===== config.mk =====
export PLATFORM = sky130hd
export DESIGN_NAME = next_pc_unit_flat
export DESIGN_NICKNAME = d
export VERILOG_FILES = /design/src/rtl/next_pc_unit_pkg.sv /design/src/rtl/next_pc_unit_if.sv /design/src/rtl/next_pc_unit_branch_cond.sv /design/src/rtl/next_pc_unit.sv /design/src/flat_wrapper.sv
export SDC_FILE = /design/constraint.sdc
export NUM_CORES = 1
export LEC_CHECK = 0
export ABC_AREA = 1
export CAP_MARGIN = 20
export CORE_MARGIN = 1.5
export CORE_UTILIZATION = 54
export CTS_BUF_LIST = sky130_fd_sc_hd__clkbuf_4 sky130_fd_sc_hd__clkbuf_8 sky130_fd_sc_hd__clkbuf_16
export DETAILED_ROUTE_END_ITERATION = 8
export GPL_TIMING_DRIVEN = 1
export PLACE_DENSITY = 0.89
export SETUP_SLACK_MARGIN = 0.15
export SLEW_MARGIN = 20
export SYNTH_ARGS = -nofsm -noshare
export SYNTH_HDL_FRONTEND = slang
export SYNTH_SLANG_ARGS = --single-unit
export TNS_END_PERCENT = 5

===== constraint.sdc =====
create_clock -name clk -period 5.7 [get_ports clk]
set_input_delay 0.57 -clock clk [delete_from_list [all_inputs] [get_ports clk]]
set_output_delay 0.57 -clock clk [all_outputs]
set_load 0.01 [all_outputs]

===== src/rtl/next_pc_unit_pkg.sv =====
// ============================================================================
// next_pc_unit_pkg : branch opcode encodings, FSM states and reset/exception
//                    vector defaults shared by the next-PC unit.
// Rev 1.0
// ============================================================================
`default_nettype none

package next_pc_unit_pkg;

   localparam int          ADDR_W_DEF    = 32;
   localparam logic [31:0] RESET_VEC_DEF = 32'hBFC0_0000;
   localparam logic [31:0] EXC_VEC_DEF   = 32'hBFC0_0380;

   typedef enum logic [3:0] {
      BR_BEQ    = 4'd0,
      BR_BNE    = 4'd1,
      BR_BGEZ   = 4'd2,
      BR_BGTZ   = 4'd3,
      BR_BLEZ   = 4'd4,
      BR_BLTZ   = 4'd5,
      BR_BGEZAL = 4'd6,
      BR_BLTZAL = 4'd7,
      BR_J      = 4'd8,
      BR_JAL    = 4'd9,
      BR_JR     = 4'd10,
      BR_JALR   = 4'd11
   } br_op_t;

   typedef enum logic [0:0] {
      ST_FETCH = 1'b0,
      ST_PEND  = 1'b1
   } pc_state_t;

   // Word-aligned branch displacement: sign-extend the 16-bit offset, shift by 2.
   function automatic logic [31:0] branch_disp(input logic [15:0] offset);
      return {{14{offset[15]}}, offset, 2'b00};
   endfunction

endpackage

`default_nettype wire


===== src/rtl/next_pc_unit_if.sv =====
// ============================================================================
// next_pc_unit_if : instruction fetch request/accept handshake.
// Rev 1.0
// ============================================================================
`default_nettype none

interface next_pc_unit_if #(
   parameter int ADDR_W = 32
);
   logic              inst_req;
   logic [ADDR_W-1:0] inst_addr;
   logic              inst_addr_ok;

   modport master (output inst_req, output inst_addr, input  inst_addr_ok);
   modport slave  (input  inst_req, input  inst_addr, output inst_addr_ok);
endinterface

`default_nettype wire


===== src/rtl/next_pc_unit_branch_cond.sv =====
// ============================================================================
// branch_cond : combinational taken/not-taken evaluation for MIPS branches.
// Rev 1.0
// ============================================================================
`default_nettype none

module branch_cond
   import next_pc_unit_pkg::*;
(
   input  wire logic        br_valid,
   input  wire logic [3:0]  br_op,
   input  wire logic [31:0] rs_val,
   input  wire logic [31:0] rt_val,
   output logic             taken
);

   br_op_t op;
   logic   cond;

   assign op = br_op_t'(br_op);

   always_comb begin
      cond = 1'b0;
      case (op)
         BR_BEQ:                cond = (rs_val == rt_val);
         BR_BNE:                cond = (rs_val != rt_val);
         BR_BGEZ, BR_BGEZAL:    cond = ~rs_val[31];
         BR_BGTZ:               cond = ~rs_val[31] & (|rs_val);
         BR_BLEZ:               cond = rs_val[31] | ~(|rs_val);
         BR_BLTZ, BR_BLTZAL:    cond = rs_val[31];
         BR_J, BR_JAL,
         BR_JR, BR_JALR:        cond = 1'b1;
         default:               cond = 1'b0;
      endcase
   end

   assign taken = br_valid & cond;

endmodule

`default_nettype wire


===== src/rtl/next_pc_unit.sv =====
// ============================================================================
// next_pc_unit : MIPS fetch-address sequencer with branch redirect, exception
//                and eret entry. Macro BRANCH_DELAY_SLOT_EN keeps delay slots.
// Rev 1.0
// ============================================================================
`default_nettype none

module next_pc_unit
   import next_pc_unit_pkg::*;
#(
   parameter int                ADDR_W    = ADDR_W_DEF,
   parameter logic [ADDR_W-1:0] RESET_VEC = RESET_VEC_DEF,
   parameter logic [ADDR_W-1:0] EXC_VEC   = EXC_VEC_DEF
) (
   input  wire logic              clk,
   input  wire logic              resetn,
   input  wire logic              stall,
   input  wire logic              br_valid,
   input  wire logic [3:0]        br_op,
   input  wire logic [ADDR_W-1:0] br_pc,
   input  wire logic [15:0]       br_offset,
   input  wire logic [25:0]       j_index,
   input  wire logic [31:0]       rs_val,
   input  wire logic [31:0]       rt_val,
   input  wire logic              exc_req,
   input  wire logic              eret_req,
   input  wire logic [ADDR_W-1:0] epc,
   next_pc_unit_if.master         fetch,
   output logic                   br_taken,
   output logic [ADDR_W-1:0]      link_addr,
   output logic                   flush_if
);

`ifdef BRANCH_DELAY_SLOT_EN
   localparam logic FLUSH_ON_BRANCH = 1'b0;
`else
   localparam logic FLUSH_ON_BRANCH = 1'b1;
`endif

   pc_state_t         state;
   logic [ADDR_W-1:0] pc_q;
   logic [ADDR_W-1:0] redirect_q;
   logic              req_q;
   logic              flush_q;

   logic [ADDR_W-1:0] pc4;
   logic [ADDR_W-1:0] target;
   logic              advance;
   br_op_t            op;

   branch_cond u_branch_cond (
      .br_valid (br_valid),
      .br_op    (br_op),
      .rs_val   (rs_val),
      .rt_val   (rt_val),
      .taken    (br_taken)
   );

   assign op        = br_op_t'(br_op);
   assign pc4       = br_pc + ADDR_W'(4);
   assign link_addr = br_pc + ADDR_W'(8);
   assign advance   = req_q & fetch.inst_addr_ok & ~stall;

   always_comb begin
      target = pc4 + branch_disp(br_offset);
      case (op)
         BR_J, BR_JAL:   target = {pc4[ADDR_W-1:ADDR_W-4], j_index, 2'b00};
         BR_JR, BR_JALR: target = rs_val;
         default:        target = pc4 + branch_disp(br_offset);
      endcase
   end

   always_ff @(posedge clk or negedge resetn) begin
      if (!resetn) begin
         state      <= ST_FETCH;
         pc_q       <= RESET_VEC;
         redirect_q <= '0;
         req_q      <= 1'b0;
         flush_q    <= 1'b0;
      end else begin
         req_q <= 1'b1;
         // Exception/eret override the handshake: the fetch in flight is abandoned.
         if (exc_req) begin
            state      <= ST_FETCH;
            pc_q       <= EXC_VEC;
            redirect_q <= '0;
            flush_q    <= 1'b1;
         end else if (eret_req) begin
            state      <= ST_FETCH;
            pc_q       <= epc;
            redirect_q <= '0;
            flush_q    <= 1'b1;
         end else begin
            flush_q <= br_taken & FLUSH_ON_BRANCH;
            if (advance) begin
               state <= ST_FETCH;
               if (br_taken)
                  pc_q <= target;
               else if (state == ST_PEND)
                  pc_q <= redirect_q;
               else
                  pc_q <= pc_q + ADDR_W'(4);
            end else if (br_taken) begin
               state      <= ST_PEND;
               redirect_q <= target;
            end
         end
      end
   end

   assign fetch.inst_req  = req_q;
   assign fetch.inst_addr = pc_q;
   assign flush_if        = flush_q;

endmodule

`default_nettype wire


===== src/flat_wrapper.sv =====
// flat-port wrapper written by rule: the top's interface ports become plain ports
module next_pc_unit_flat import next_pc_unit_pkg::*;
#(
   parameter int                ADDR_W    = ADDR_W_DEF,
   parameter logic [ADDR_W-1:0] RESET_VEC = RESET_VEC_DEF,
   parameter logic [ADDR_W-1:0] EXC_VEC   = EXC_VEC_DEF
)
  (clk, resetn, stall, br_valid, br_op, br_pc, br_offset, j_index, rs_val, rt_val, exc_req, eret_req, epc, br_taken, link_addr, flush_if, fetch_inst_req, fetch_inst_addr, fetch_inst_addr_ok);
  next_pc_unit_if #(.ADDR_W(ADDR_W)) fetch_i ();
  input  wire logic clk;
  input  wire logic resetn;
  input  wire logic stall;
  input  wire logic br_valid;
  input  wire logic [3:0] br_op;
  input  wire logic [ADDR_W-1:0] br_pc;
  input  wire logic [15:0] br_offset;
  input  wire logic [25:0] j_index;
  input  wire logic [31:0] rs_val;
  input  wire logic [31:0] rt_val;
  input  wire logic exc_req;
  input  wire logic eret_req;
  input  wire logic [ADDR_W-1:0] epc;
  output logic br_taken;
  output logic [ADDR_W-1:0] link_addr;
  output logic flush_if;
  output wire logic [$bits(fetch_i.inst_req)-1:0] fetch_inst_req;
  output wire logic [$bits(fetch_i.inst_addr)-1:0] fetch_inst_addr;
  input wire logic [$bits(fetch_i.inst_addr_ok)-1:0] fetch_inst_addr_ok;
  assign fetch_inst_req = fetch_i.inst_req;
  assign fetch_inst_addr = fetch_i.inst_addr;
  assign fetch_i.inst_addr_ok = fetch_inst_addr_ok;
  next_pc_unit #(.ADDR_W(ADDR_W), .RESET_VEC(RESET_VEC), .EXC_VEC(EXC_VEC)) u_core (.clk(clk), .resetn(resetn), .stall(stall), .br_valid(br_valid), .br_op(br_op), .br_pc(br_pc), .br_offset(br_offset), .j_index(j_index), .rs_val(rs_val), .rt_val(rt_val), .exc_req(exc_req), .eret_req(eret_req), .epc(epc), .fetch(fetch_i), .br_taken(br_taken), .link_addr(link_addr), .flush_if(flush_if));
endmodule

==> results.ini <==
[status]
outcome = complete, no violations

[power_and_ir_drop]
p_per_area_nw_per_um2 = 179.7
cellLeakagePower_nw = 5.536
peakVddDrop_v = 0.0001854

[run]
max_cap_violations = 0

[layout]
nets = 1945
mostFrequentLayoutCells = nand2_1, clkdlybuf4s50_1, inv_1
finalInstanceArea_sq_um = 11680
drive_above_1_share_pct = 4.737
layout_commonest_cell = nand2_1
area_growth_syn_to_layout_pct = 32.20
stdcell_count = 1948

[grt]
grt_pass1_vias = 10600
grt_max_degree = 68
antenna_found_initial = 1
grtUsageTotal_pct = 41.76
gr-total-overflow = 0
grt_pass1_wl_um = 54590

[min_path]
min_path_type = input pin to asynchronous set/reset pin

[worst_setup_path]
start_kind = input pin
ff2ff_path_depth = 11
crit_path_end_kind = flip-flop
worstSetupPathType = input pin to flip-flop
cp.arrival_ns = 4.85
endpoint = u_core.fetch.inst_addr[25]
critPathRequiredTime_ns = 5.98
crit_path_start = br_pc[2]
ff2ff_setup_slack_ns = 3.07
path_max_fanout = 14
worstReg2RegStart = u_core.fetch.inst_req
r2r_end = u_core.fetch.inst_addr[21]

[cts]
clock_latency_ns = 0.35
clock_path_buffers = 2
cts-resized-gates = 0
clock_sinks = 67
post_cts_buffers = 0
cts_made_buffers = 9
ctsHoldBuffers = 0
cts.clk_slew.worst_paths_ns = 0.06
cts_tree = done
cts_root_buffer = clkbuf_16
cts-htree-levels = 3

[synthesis]
synth_cell_types = 51
yosys_warnings = 0
avgSynthCellArea_sq_um = 5.863
synthTopCellsByArea = nand2_1, dfrtp_1, inv_1
netlist_area_sq_um = 8836
yosysTopAreaCell = nand2_1
synthCells = 1507
ys_seq_area_share_pct = 19.10
synth_top_area_share_pct = 20.26
dominantRegCellSynth = dfrtp_1
syn_nets = 1726
async_flop_share_pct = 100.0
ys_ff_latch = 67
synth-edff-count = 0

[sta]
finalCritPeriodShare_pct = 80.12
tightestPinTransition_ns = 0.8949
whs_ns = 0.3984
hold_viol = 0
maxSlewViolCount = 0
fin_skew_ns = 0.008299
finalCriticalPeriod_ns = 4.567
fin_ws_ns = 1.133
rsz0062_at_grt = false
setup_violations = 0
fmax_ghz = 0.2190
slew_headroom_pct = 40.34
fin_tns_setup_ns = 0

[placed_design]
dp_hpwl_um = 28570
io_buffers = 247
detailed_place.area_sq_um = 11350
post-place-cells = 1931
routabilityCongestion = 1.034
dp_slack_ns = 0.9618

[drt]
drcViolationCount = 0
wl_per_cell_um = 18.45
routed_wl_um = 35950
wl_met2_um = 15470
avgViaCountPerCell = 5.801
routed-via-count = 11300
wl_met3_um = 4441
wl_met1_um = 14510
dr.pass1.iters = 6
drt-initial-drc-count = 1305
ant_nets = 0
top_layer_used = met4

[floorplanning]
rows = 46
die_y_um = 130.9
fp.dieW_um = 130.9
coreArea_sq_um = 15940
ios = 248
die_area_sq_um = 17140
initial_core_util_pct = 55.42

routing by layer:
| layer | vias up | global-route usage (%) |
|---|---|---|
| met2 | 763 | 64.37 |
| met5 | - | 0 |
| met4 | 0 | 17.71 |
| met3 | 138 | 11.36 |
| li1 | 5233 | - |
| met1 | 5167 | 55.10 |
power breakdown:
| part | internal, mW | switching [mW] | total [mW] | leakage (nW) |
|---|---|---|---|---|
| registers | 0.513 | 0.0489 | 0.562 | 0.864 |
| clock network | 0.386 | 0.238 | 0.624 | 0.156 |
| logic | 0.383 | 0.531 | 0.913 | 4.52 |
cell type report:
cell class / count / area [sq um]
antenna: 1 / 2.502
clock buffer: 9 / 225.2
clock inverter: 7 / 98.84
fill: 1322 / 4262
inverter: 217 / 817.0
multi-input combinational: 1180 / 6082
sequential: 67 / 1688
tap: 216 / 270.3
timing repair buffer: 251 / 2497
how the worst min path moves through the flow:
| stage | cells past startpoint | slack [ns] | endpoint |
|---|---|---|---|
| 2_1_floorplan | 0 | 0.27 | u_core.fetch.inst_addr[0] |
| 3_3_place_gp | 2 | 0.46 | u_core.fetch.inst_addr[0] |
| 3_5_place_dp | 2 | 0.47 | u_core.fetch.inst_addr[0] |
| 4_1_cts | 2 | 0.45 | u_core.fetch.inst_addr[1] |
| 5_1_grt | 2 | 0.50 | u_core.fetch.inst_addr[3] |
| 6_report | 2 | 0.40 | u_core.fetch.inst_addr[1] |
kinds of logic (layout without fill, tap and decap cells):
kind of cell / Yosys count / count (layout) / synth area share [%]
flops: 67 / 67 / 19.10
fa+ha+maj: 38 / 38 / 5.466
simple gates: 845 / 845 / 40.34
xor+xnor: 95 / 95 / 9.417
buf+inv: 260 / 484 / 12.06
other cells: 1 / 2 / 0.04244
mux: 3 / 3 / 0.3399
compound gates: 198 / 198 / 13.23
registers in the layout (all words and copies together) (netlist names):
signal and count:
u_core.fetch.inst_addr 32, u_core.redirect_q 32, u_core.flush_if 1, u_core.fetch.inst_req 1, u_core.state 1
cells in the mapped netlist (2+ instances only):
| cell | instances |
|---|---|
| inv_1 | 207 |
| o21ai_0 | 43 |
| buf_2 | 6 |
| nand3_1 | 88 |
| ha_1 | 37 |
| nand3b_1 | 6 |
| xor2_1 | 52 |
| nand4_1 | 23 |
| and2_1 | 2 |
| o221ai_1 | 6 |
| or2_2 | 3 |
| nand2_2 | 12 |
| dfstp_2 | 9 |
| nor3_2 | 6 |
| buf_6 | 4 |
| mux2i_1 | 3 |
| o22ai_1 | 39 |
| nor3_1 | 19 |
| buf_1 | 2 |
| nor2_1 | 188 |
| o31ai_1 | 2 |
| a22oi_1 | 7 |
| a31oi_1 | 3 |
| buf_4 | 10 |
| o21ai_1 | 12 |
| nand2_1 | 477 |
| clkbuf_1 | 19 |
| a21oi_2 | 6 |
| nor2_4 | 3 |
| o22a_1 | 6 |
| nor2_2 | 7 |
| nor4_1 | 6 |
| dfrtp_1 | 58 |
| a21oi_1 | 61 |
| xnor2_1 | 43 |
| inv_2 | 9 |
| o21bai_1 | 8 |
| o211ai_1 | 2 |
critical path, stage by stage:
cell and delay (ns):
clkdlybuf4s50_1 0.85, ha_1 0.29, nand3_1 0.16, nor2_2 0.28, nand2_1 0.18, nor3_1 0.35
nand2_1 0.11, xnor2_1 0.15, ha_1 0.39, nand2_1 0.13, nor2_1 0.27, nand2_1 0.12
nor2_1 0.12, nand2_1 0.08, nand4_1 0.10, nand3_1 0.14, nand2_1 0.15, nand2_2 0.07
nand2_1 0.08, nand2_1 0.07, a21oi_2 0.18
stage by stage:
stage	power, mW	utilization [%]
3_3_place_gp	1.432	71.22
6_report	2.100	73.27
2_1_floorplan	1.050	-
4_1_cts	2.065	73.25
5_1_grt	2.192	73.25
3_5_place_dp	1.447	71.22
(Power assumes the default switching activity.)
